File: src/rtl/td4_pkg.sv
// td4_pkg: shared loader state encoding and program-memory constants.
package td4_pkg;
    typedef enum logic [1:0] {IDLE, LOAD, RUN} state_t;
    localparam int TD4_DEPTH = 16;
    localparam logic [7:0] TD4_NOP = 8'h00;
endpackage

File: src/rtl/td4_prog_ram.sv
// td4_prog_ram: program byte array with a synchronous write port and asynchronous read port.
module td4_prog_ram #(
    parameter int ADDR_W = 4,
    parameter int DATA_W = 8
) (
    input  logic              clk,
    input  logic              we,
    input  logic [ADDR_W-1:0] waddr,
    input  logic [DATA_W-1:0] wdata,
    input  logic [ADDR_W-1:0] raddr,
    output logic [DATA_W-1:0] rdata
);
    logic [DATA_W-1:0] mem [2**ADDR_W];

    always_ff @(posedge clk)
        if (we) mem[waddr] <= wdata;

    assign rdata = mem[raddr];
endmodule

File: src/rtl/td4_prog_loader.sv
// td4_prog_loader: host-loadable TD4 program memory that holds the CPU until an image is loaded.
// Build with TD4_LOADER_CHECKSUM_EN to append and verify a trailing checksum byte.
module td4_prog_loader import td4_pkg::*; #(
    parameter int                ADDR_W   = 4,
    parameter int                DATA_W   = 8,
    parameter logic [DATA_W-1:0] NOP_BYTE = TD4_NOP
) (
    input  logic              CLK,
    input  logic              CLR,
    input  logic [ADDR_W-1:0] A,
    output logic [DATA_W-1:0] D,
    input  logic              LD_START,
    input  logic              LD_VALID,
    input  logic [DATA_W-1:0] LD_DATA,
    output logic              LD_READY,
    output logic              CPU_HOLD,
    output logic              LOAD_DONE,
    output logic              LOAD_ERR
);
    localparam int DEPTH = 2**ADDR_W;
`ifdef TD4_LOADER_CHECKSUM_EN
    localparam int PW = ADDR_W + 1;
    localparam int LAST = DEPTH;
    localparam bit CS = 1'b1;
`else
    localparam int PW = ADDR_W;
    localparam int LAST = DEPTH - 1;
    localparam bit CS = 1'b0;
`endif

    state_t            state, state_n;
    logic [PW-1:0]     wptr;
    logic              hs, last, pass, we;
    logic [DATA_W-1:0] rdata;

    assign LD_READY  = state == LOAD;
    assign CPU_HOLD  = state != RUN;
    assign LOAD_DONE = state == RUN;
    // A byte arriving with LD_START is dropped even when already loading.
    assign hs   = LD_VALID && LD_READY && !LD_START;
    assign last = hs && wptr == PW'(LAST);
    assign we   = hs && !CLR && !(CS && last);
    assign D    = LOAD_DONE ? rdata : NOP_BYTE;

`ifdef TD4_LOADER_CHECKSUM_EN
    logic [DATA_W-1:0] sum, sum_n;
    logic              load_err;

    assign sum_n    = sum + LD_DATA;
    assign pass     = sum_n == '0;
    assign LOAD_ERR = load_err;

    always_ff @(posedge CLK)
        if (CLR || LD_START) begin
            sum      <= '0;
            load_err <= 1'b0;
        end else if (hs) begin
            sum <= sum_n;
            if (last) load_err <= !pass;
        end
`else
    assign pass     = 1'b1;
    assign LOAD_ERR = 1'b0;
`endif

    always_comb begin
        state_n = state;
        if (LD_START) state_n = LOAD;
        else if (last) state_n = pass ? RUN : IDLE;
    end

    always_ff @(posedge CLK)
        state <= CLR ? IDLE : state_n;

    always_ff @(posedge CLK)
        if (CLR || LD_START) wptr <= '0;
        else if (hs) wptr <= wptr + PW'(1);

    td4_prog_ram #(.ADDR_W(ADDR_W), .DATA_W(DATA_W)) u_ram (
        .clk  (CLK),
        .we   (we),
        .waddr(wptr[ADDR_W-1:0]),
        .wdata(LD_DATA),
        .raddr(A),
        .rdata(rdata)
    );
endmodule

File: config.mk
export PLATFORM = sky130hd
export DESIGN_NAME = td4_prog_loader
export DESIGN_NICKNAME = d
export VERILOG_FILES = /design/src/rtl/td4_pkg.sv /design/src/rtl/td4_prog_ram.sv /design/src/rtl/td4_prog_loader.sv
export SDC_FILE = /design/constraint.sdc
export NUM_CORES = 1
export LEC_CHECK = 0
export ABC_AREA = 1
export CAP_MARGIN = 40
export CORE_MARGIN = 4
export CORE_UTILIZATION = 65
export DETAILED_ROUTE_END_ITERATION = 10
export GPL_TIMING_DRIVEN = 0
export PLACE_DENSITY = 0.92
export SLEW_MARGIN = 30
export SYNTH_ARGS = -nofsm -noshare
export SYNTH_HDL_FRONTEND = slang
export SYNTH_HIERARCHICAL = 1
export SYNTH_SLANG_ARGS = --single-unit
File: constraint.sdc
create_clock -name CLK -period 3.4 [get_ports CLK]
set_input_delay 0.51 -clock CLK [delete_from_list [all_inputs] [get_ports CLK]]
set_output_delay 0.51 -clock CLK [all_outputs]
set_load 0.03 [all_outputs]
# Yosys cells after proc, flatten, opt, wreduce, memory -nomap -nowiden
# Memories as Yosys holds them, arrays and structs flattened.
# Cells that the tools add are included.
# totals
ff_bits	6
mem_bits_rw	128
inputBits	16
elab_cells	23
memories	1
# mem_list
name	depth	word_bits	rd	rd_ports_with_merged_regs	write_ports	line_no	source
u_ram.mem	16	8	1	0	1	td4_prog_ram.sv:13	logic [DATA_W-1:0] mem [2**ADDR_W];
# op_classes
add_sub_neg	1
n_eq_ne	4
muxes	5
n_reduce_logical	9
# op_table
operator	count
two-way mux 8 bit	1
adder 4 x 1 -> 4 bit, second input constant	1
== test 4 bit, second input constant	1
logical AND 1 bit	4
two-way mux 1 bit	4
== test 2 x 1 -> 1 bit, second input constant	1
== test 2 bit, second input constant	1
logical NOT 1 bit	2
inequality test 2 bit, second input constant	1
nonzero test 2 bit	1
OR reduction 2 bit	1
logical OR 1 bit	1

# Depth between registers and ports, before layout
# Gate-level depths: netlist of the first run.
# depth
depth_word	6
depth_mapped	10
ltp_nobuf	9

# Cells and area by module
# Netlist of the first run, hierarchy kept.
# modules_own_cells
module	instances	cells_each	area_per_inst_um2	seq_area_each_um2
td4_prog_ram	1	543	5606.6	3843.7
td4_prog_loader	1	62	372.9	120.1

# Least setup slack after synthesis of the first run
# No wires, ideal clock.
# synth_path
path_kind	input to output
startpoint	input port A[1]
endpoint	output port D[5]
arrival_ns	1.609
required_time_ns	2.890
setup_slack_ns	1.281
path_stages	9
path_buffers	2
cell_sequence	buf_2 -> inv_2 -> buf_2 -> nand3_1 -> nand3_1 -> nand3_1 -> nand2_1 -> inv_1 -> nor2_1
# synth_between
elab_chain_len	2
# synth_rtl
item	line_no	source
start: declaration	td4_prog_loader.sv:10	input logic [ADDR_W-1:0] A,
memory (16 x 8 bit)	-	
via rdata[5]	td4_prog_loader.sv:34	logic [DATA_W-1:0] rdata;
two-way mux 8 bit	td4_prog_loader.sv:43	assign D = LOAD_DONE ? rdata : NOP_BYTE;
end: declaration	td4_prog_loader.sv:11	output logic [DATA_W-1:0] D,
# The timed path passes the listed nets, and every way through them passes these cells.

# Worst setup path after layout of the first run
# layout_path
startpoint	input port A[0]
endpoint	output port D[6]
# The elaborated chain is that of the path after synthesis.

==> results of run 1 <==
## metal layers
layer,global-route usage,routed length (µm),vias to the layer above
li1,-,-,2032
met1,0.393,5540,2154
met2,0.473,7470,374
met3,0.0714,1980,57
met4,0.111,504,0
met5,0,0,-
## through the flow
step	TNS (ns)	area [µm²]
finish	0	7000
global route	-0.00554	7000
CTS	0	6930
detailed placement	0	6350
global placement	0	6340
floorplan	0	5980
## logic make-up after synthesis
family / after synthesis / synth area share
compound gates: 7 / 0.00586
other cells: 1 / 0.000627
fa+ha+maj: 1 / 0.00209
simple gates: 318 / 0.224
flops: 134 / 0.663
buf+inv: 143 / 0.103
xor+xnor: 1 / 0.00147
## final cells by class
cell class / count / area (µm²) / share of cell area
clock inverters: 13 / 158 / 0.0225
multi-input cells: 328 / 1400 / 0.200
well taps: 108 / 135 / 0.0193
plain buffers: 25 / 176 / 0.0252
inverters: 118 / 443 / 0.0633
clock buffers: 18 / 418 / 0.0597
repair buffers: 31 / 303 / 0.0433
flip-flops and latches: 134 / 3960 / 0.567
## worst paths after layout
path / from / endpoint / slack, ns
setup reg to reg: state[1] / u_ram/mem[12][1] / 1.26
hold reg to reg: state[1] / state[1] / 0.52
hold / removal: state[1] / state[1] / 0.52
setup / recovery: A[0] / D[6] / 0.09
## power by group
part / total [W] / switching, W / internal, W
clock network: 0.00178 / 0.000671 / 0.00111
logic: 0.000225 / 0.000157 / 0.0000685
registers: 0.00181 / 0.00000176 / 0.00181
## sequential cells by signal, summed over array words and instances, names as in the netlist
register and flops:
state 2, u_ram/mem 128, wptr 4
## cells in the mapped netlist
library cell	n	area share
a21oi_1	4	0.0033
and3_1	1	0.0010
buf_1	1	0.00063
buf_2	13	0.011
buf_4	5	0.0063
buf_6	6	0.011
conb_1	1	0.00063
dfxtp_1	6	0.020
edfxtp_1	128	0.64
ha_1	1	0.0021
inv_1	115	0.072
inv_2	3	0.0019
nand2_1	179	0.11
nand2_2	2	0.0021
nand3_1	98	0.082
nand3b_1	2	0.0025
nor2_1	35	0.022
nor2_4	1	0.0019
o21ai_0	2	0.0017
o21ai_1	1	0.00084
xor2_1	1	0.0015
## worst max-delay path, cell delays in order
cell	delay, ns
clkdlybuf4s50_1	0.45
inv_2	0.20
buf_2	0.29
nand2_1	0.08
nand2_1	0.08
nand2_1	0.05
nand3_1	0.09
nand3_1	0.11
nand2_1	0.13
inv_1	0.05
nor2_1	0.09
clkdlybuf4s50_1	0.67
==> flow_summary.toml, run 1 <==
[routing]
drc = 0
first_pass_iters = 5
drt_iter0_drc = 667
vias_per_cell = 5.96
ant_nets = 0
vias = 4617
routed_wirelength_mm = 15.5
wire_per_inst_um = 20.0

[sta]
hold_viol_final = 0
slew_headroom = 0.420
worst_pin_slew_ns = 0.867
fin_skew_ns = 0.00521
slew_violations = 0
worst_slack_ns = 0.0867
fin_hold_ws_ns = 0.521
timing.fmax_ghz = 0.302
timing.final.crit_share = 0.974
period_needed_ns = 3.31
setup_viol = 0

[synth]
syn_avg_cell_area_um2 = 9.88
synth_cells = 605
synth_area_um2 = 5980
yosys_register_bits = 134
synth_cell_type_count = 21
synth_nets = 622
yosysSeqAreaShare = 0.663
synth_warnings = 6

[global_route]
grt_pass1_vias = 4300
antenna_found_initial = 0
grt_max_degree = 17
overflow = 0
grt_usage = 0.294
grt_pass1_wl_mm = 23.7

[die]
core_um2 = 8850
dieWidth_um = 104
fp.dieH_um = 104
start_util = 0.676
boundaryPins = 28
dieArea_um2 = 10800
rows = 34

[clock_tree]
clock_path_buffers = 2
post_cts_buffers = 0
clk_pin_slew_worst_paths_ns = 0.06
cts_resized = 0
cts-root-buf = "clkbuf_8"
hold_buffers = 0
clock_sinks = 134
cts_tree = "yes"
cts_buffers = 17
htree_levels = 4
clk_latency_ns = 0.52

[power]
power.density_nw_per_um2 = 546
leakage_nw = 3.17
power_w = 0.00382
vdd_ir_drop_max_mv = 0.422

[placement]
io_buffers = 23
place_hpwl_mm = 9.46
place_inst = 737
routabilityCongestion = 0.985
pre_cts_slack_ns = 0.0926

[cells_and_area]
final_cell_mix = "nand2_1 (179), edfxtp_1 (128), inv_1 (115), nand3_1 (98), nor2_1 (35)"
diodes = 0
area_growth_pct = 17.0
finalNetCount = 672
mostFrequentLayoutCell = "nand2_1"
postLayoutCoreUtil = 0.791
fillers = 512
layoutNonFillerInstCount = 775
layout-drive-gt1-share = 0.0990

[run]
drv_cap = 0

[critical_path]
endpoint_kind = "output pin"
worstPathRequired_ns = 2.89
arrival_ns = 2.80
cp-start-kind = "primary input"
critPathMaxFanout = 10
critPathKind = "in2out"
r2r_cells = 7

[run_status]
run_status = "completed"

[min_path]
holdCritPathClass = "reg2reg"
min_path_cells = 2
No activity file was read; power rests on OpenSTA's default activity.
==> inputs of run 2 (changes only) <==
MAX_ROUTING_LAYER = met4   (was default)
==> run 2 against run 1 <==
  * Hold slack worse by 0.011 ns
  * Register-to-register slack better by 0.05 ns
  * Global-route usage up 2.2 points
  * Final area unchanged
  * Cell count unchanged
  * Critical path depth unchanged
==> flow_summary.toml, run 2 (synthesized netlist as in run 1, its figures left out) <==
[run_status]
run_status = "completed"

[power]
power_w = 0.00384
netSwitchingFraction = 0.234
vdd_ir_drop_max_mv = 0.431
leakage_nw = 3.15
p_int_w = 0.00294
power_frac_seq = 0.472
power.switching_w = 0.000898
p_comb_frac = 0.058
power.density_nw_per_um2 = 548
p_clk_frac = 0.469

[sta]
hold_viol_final = 0
worst_pin_slew_ns = 0.825
slew_violations = 0
tns_ns = 0
timing.final.crit_share = 0.960
worst_slack_ns = 0.137
fin_skew_ns = 0.0111
timing.fmax_ghz = 0.306
period_needed_ns = 3.26
setup_viol = 0
rsz0062_at_grt = "false"
slew_headroom = 0.448

[global_route]
grt_pass1_wl_mm = 24.6
overflow = 0
grt_usage = 0.316
antenna_found_initial = 0
grt_max_degree = 17
grt_pass1_vias = 4623

[placement]
place_area_um2 = 6350
routabilityCongestion = 0.919
place_hpwl_mm = 9.80
pre_cts_slack_ns = 0.0986
io_buffers = 23

[clock_tree]
post_cts_buffers = 0
clk_pin_slew_worst_paths_ns = 0.06
cts_tree = "yes"
htree_levels = 4
clock_path_buffers = 2
clk_latency_ns = 0.53
cts_buffers = 17
clock_sinks = 134
hold_buffers = 0
cts-root-buf = "clkbuf_8"

[die]
dieArea_um2 = 10800
start_util = 0.676
boundaryPins = 28
rows = 34
fp.dieH_um = 104
core_um2 = 8850
dieWidth_um = 104

[critical_path]
endpoint_kind = "output pin"
r2r-start = "state[1]"
worstPathRequired_ns = 2.89
critPathKind = "in2out"
cp-start-kind = "primary input"
crit_start = "A[0]"
critPathMaxFanout = 10
arrival_ns = 2.75

[run]
drv_cap = 0

[cells_and_area]
top_register = "u_ram/mem"
regArea_um2 = 3960
fin_area_um2 = 7000
finalNetCount = 671
final_cell_mix = "nand2_1 (179), edfxtp_1 (128), inv_1 (115), nand3_1 (98), nor2_1 (35)"
largest_register_ffs = 128
mostFrequentLayoutCell = "nand2_1"
fillers = 507
layout-drive-gt1-share = 0.103
multi_input_area_um2 = 1400
reg_top3 = "u_ram/mem: 128 flops, wptr: 4 flops, state: 2 flops"
diodes = 0
area_growth_pct = 17.0

[routing]
routed_wirelength_mm = 16.0
vias = 4618
vias_per_cell = 5.96
drt_iter0_drc = 555
ant_nets = 0
wire_per_inst_um = 20.6
first_pass_iters = 8
drc = 0

[min_path]
min_from = "state[1]"
holdCritPathClass = "reg2reg"
==> run 2: path summary, 6_finish.rpt <==
kind | to | slack [ns] | depth (start not counted)
worst max-delay path | D[1] | 0.14 | 12
worst min-delay path | state[1] | 0.51 | 2
worst max register to register | u_ram/mem[8][0] | 1.31 | 7
worst min register to register | state[1] | 0.51 | 2
==> run 2: timing repair <==
item,CTS,global route
setup endpoints to repair,0,6
hold endpoints to repair,0,0
gates resized for setup,0,6
==> run 2: routing by layer <==
metal  routed length [µm]  GRT usage  vias to the layer above
met1                 5640      0.367                     2138
met2                 7750      0.501                      385
met3                 2050      0.109                       62
met4                  561      0.141                        0
met5                    0          -                        -
li1                     -          -                     2033
==> run 2: cell type report <==
class / count / area share
Buffer: 25 / 0.0249
Clock buffer: 17 / 0.0592
Sequential cell: 134 / 0.567
Tap cell: 108 / 0.0193
Clock inverter: 15 / 0.0241
Multi-Input combinational cell: 328 / 0.200
Inverter: 118 / 0.0633
Timing Repair Buffer: 30 / 0.0426
==> run 2: metrics by stage <==
step	util	cells	hold WS, ns
5_1_grt	0.791	775	0.538
4_1_cts	0.784	769	0.508
2_1_floorplan	-	605	0.469
3_5_place_dp	0.718	737	0.500
6_report	0.791	775	0.510
3_3_place_gp	0.717	736	0.490
==> run 2: power groups by stage <==
| stage | registers [W] | clock network [W] | logic, W |
|---|---|---|---|
| global placement | 0.00185 | 0 | 0.000205 |
| floorplan | 0.00185 | 0 | 0.000122 |
| finish | 0.00181 | 0.00180 | 0.000224 |
| global route | 0.00181 | 0.00189 | 0.000241 |
| detailed placement | 0.00185 | 0 | 0.000211 |
| CTS | 0.00181 | 0.00181 | 0.000217 |
==> run 2: critical path: stages <==
cell	delay, ns
clkdlybuf4s50_1	0.45
inv_2	0.19
buf_2	0.26
nand2_1	0.07
nand2_1	0.08
nand2_1	0.08
nand3_1	0.10
nand3_1	0.09
nand2_1	0.11
inv_1	0.05
nor2_1	0.09
clkdlybuf4s50_1	0.67
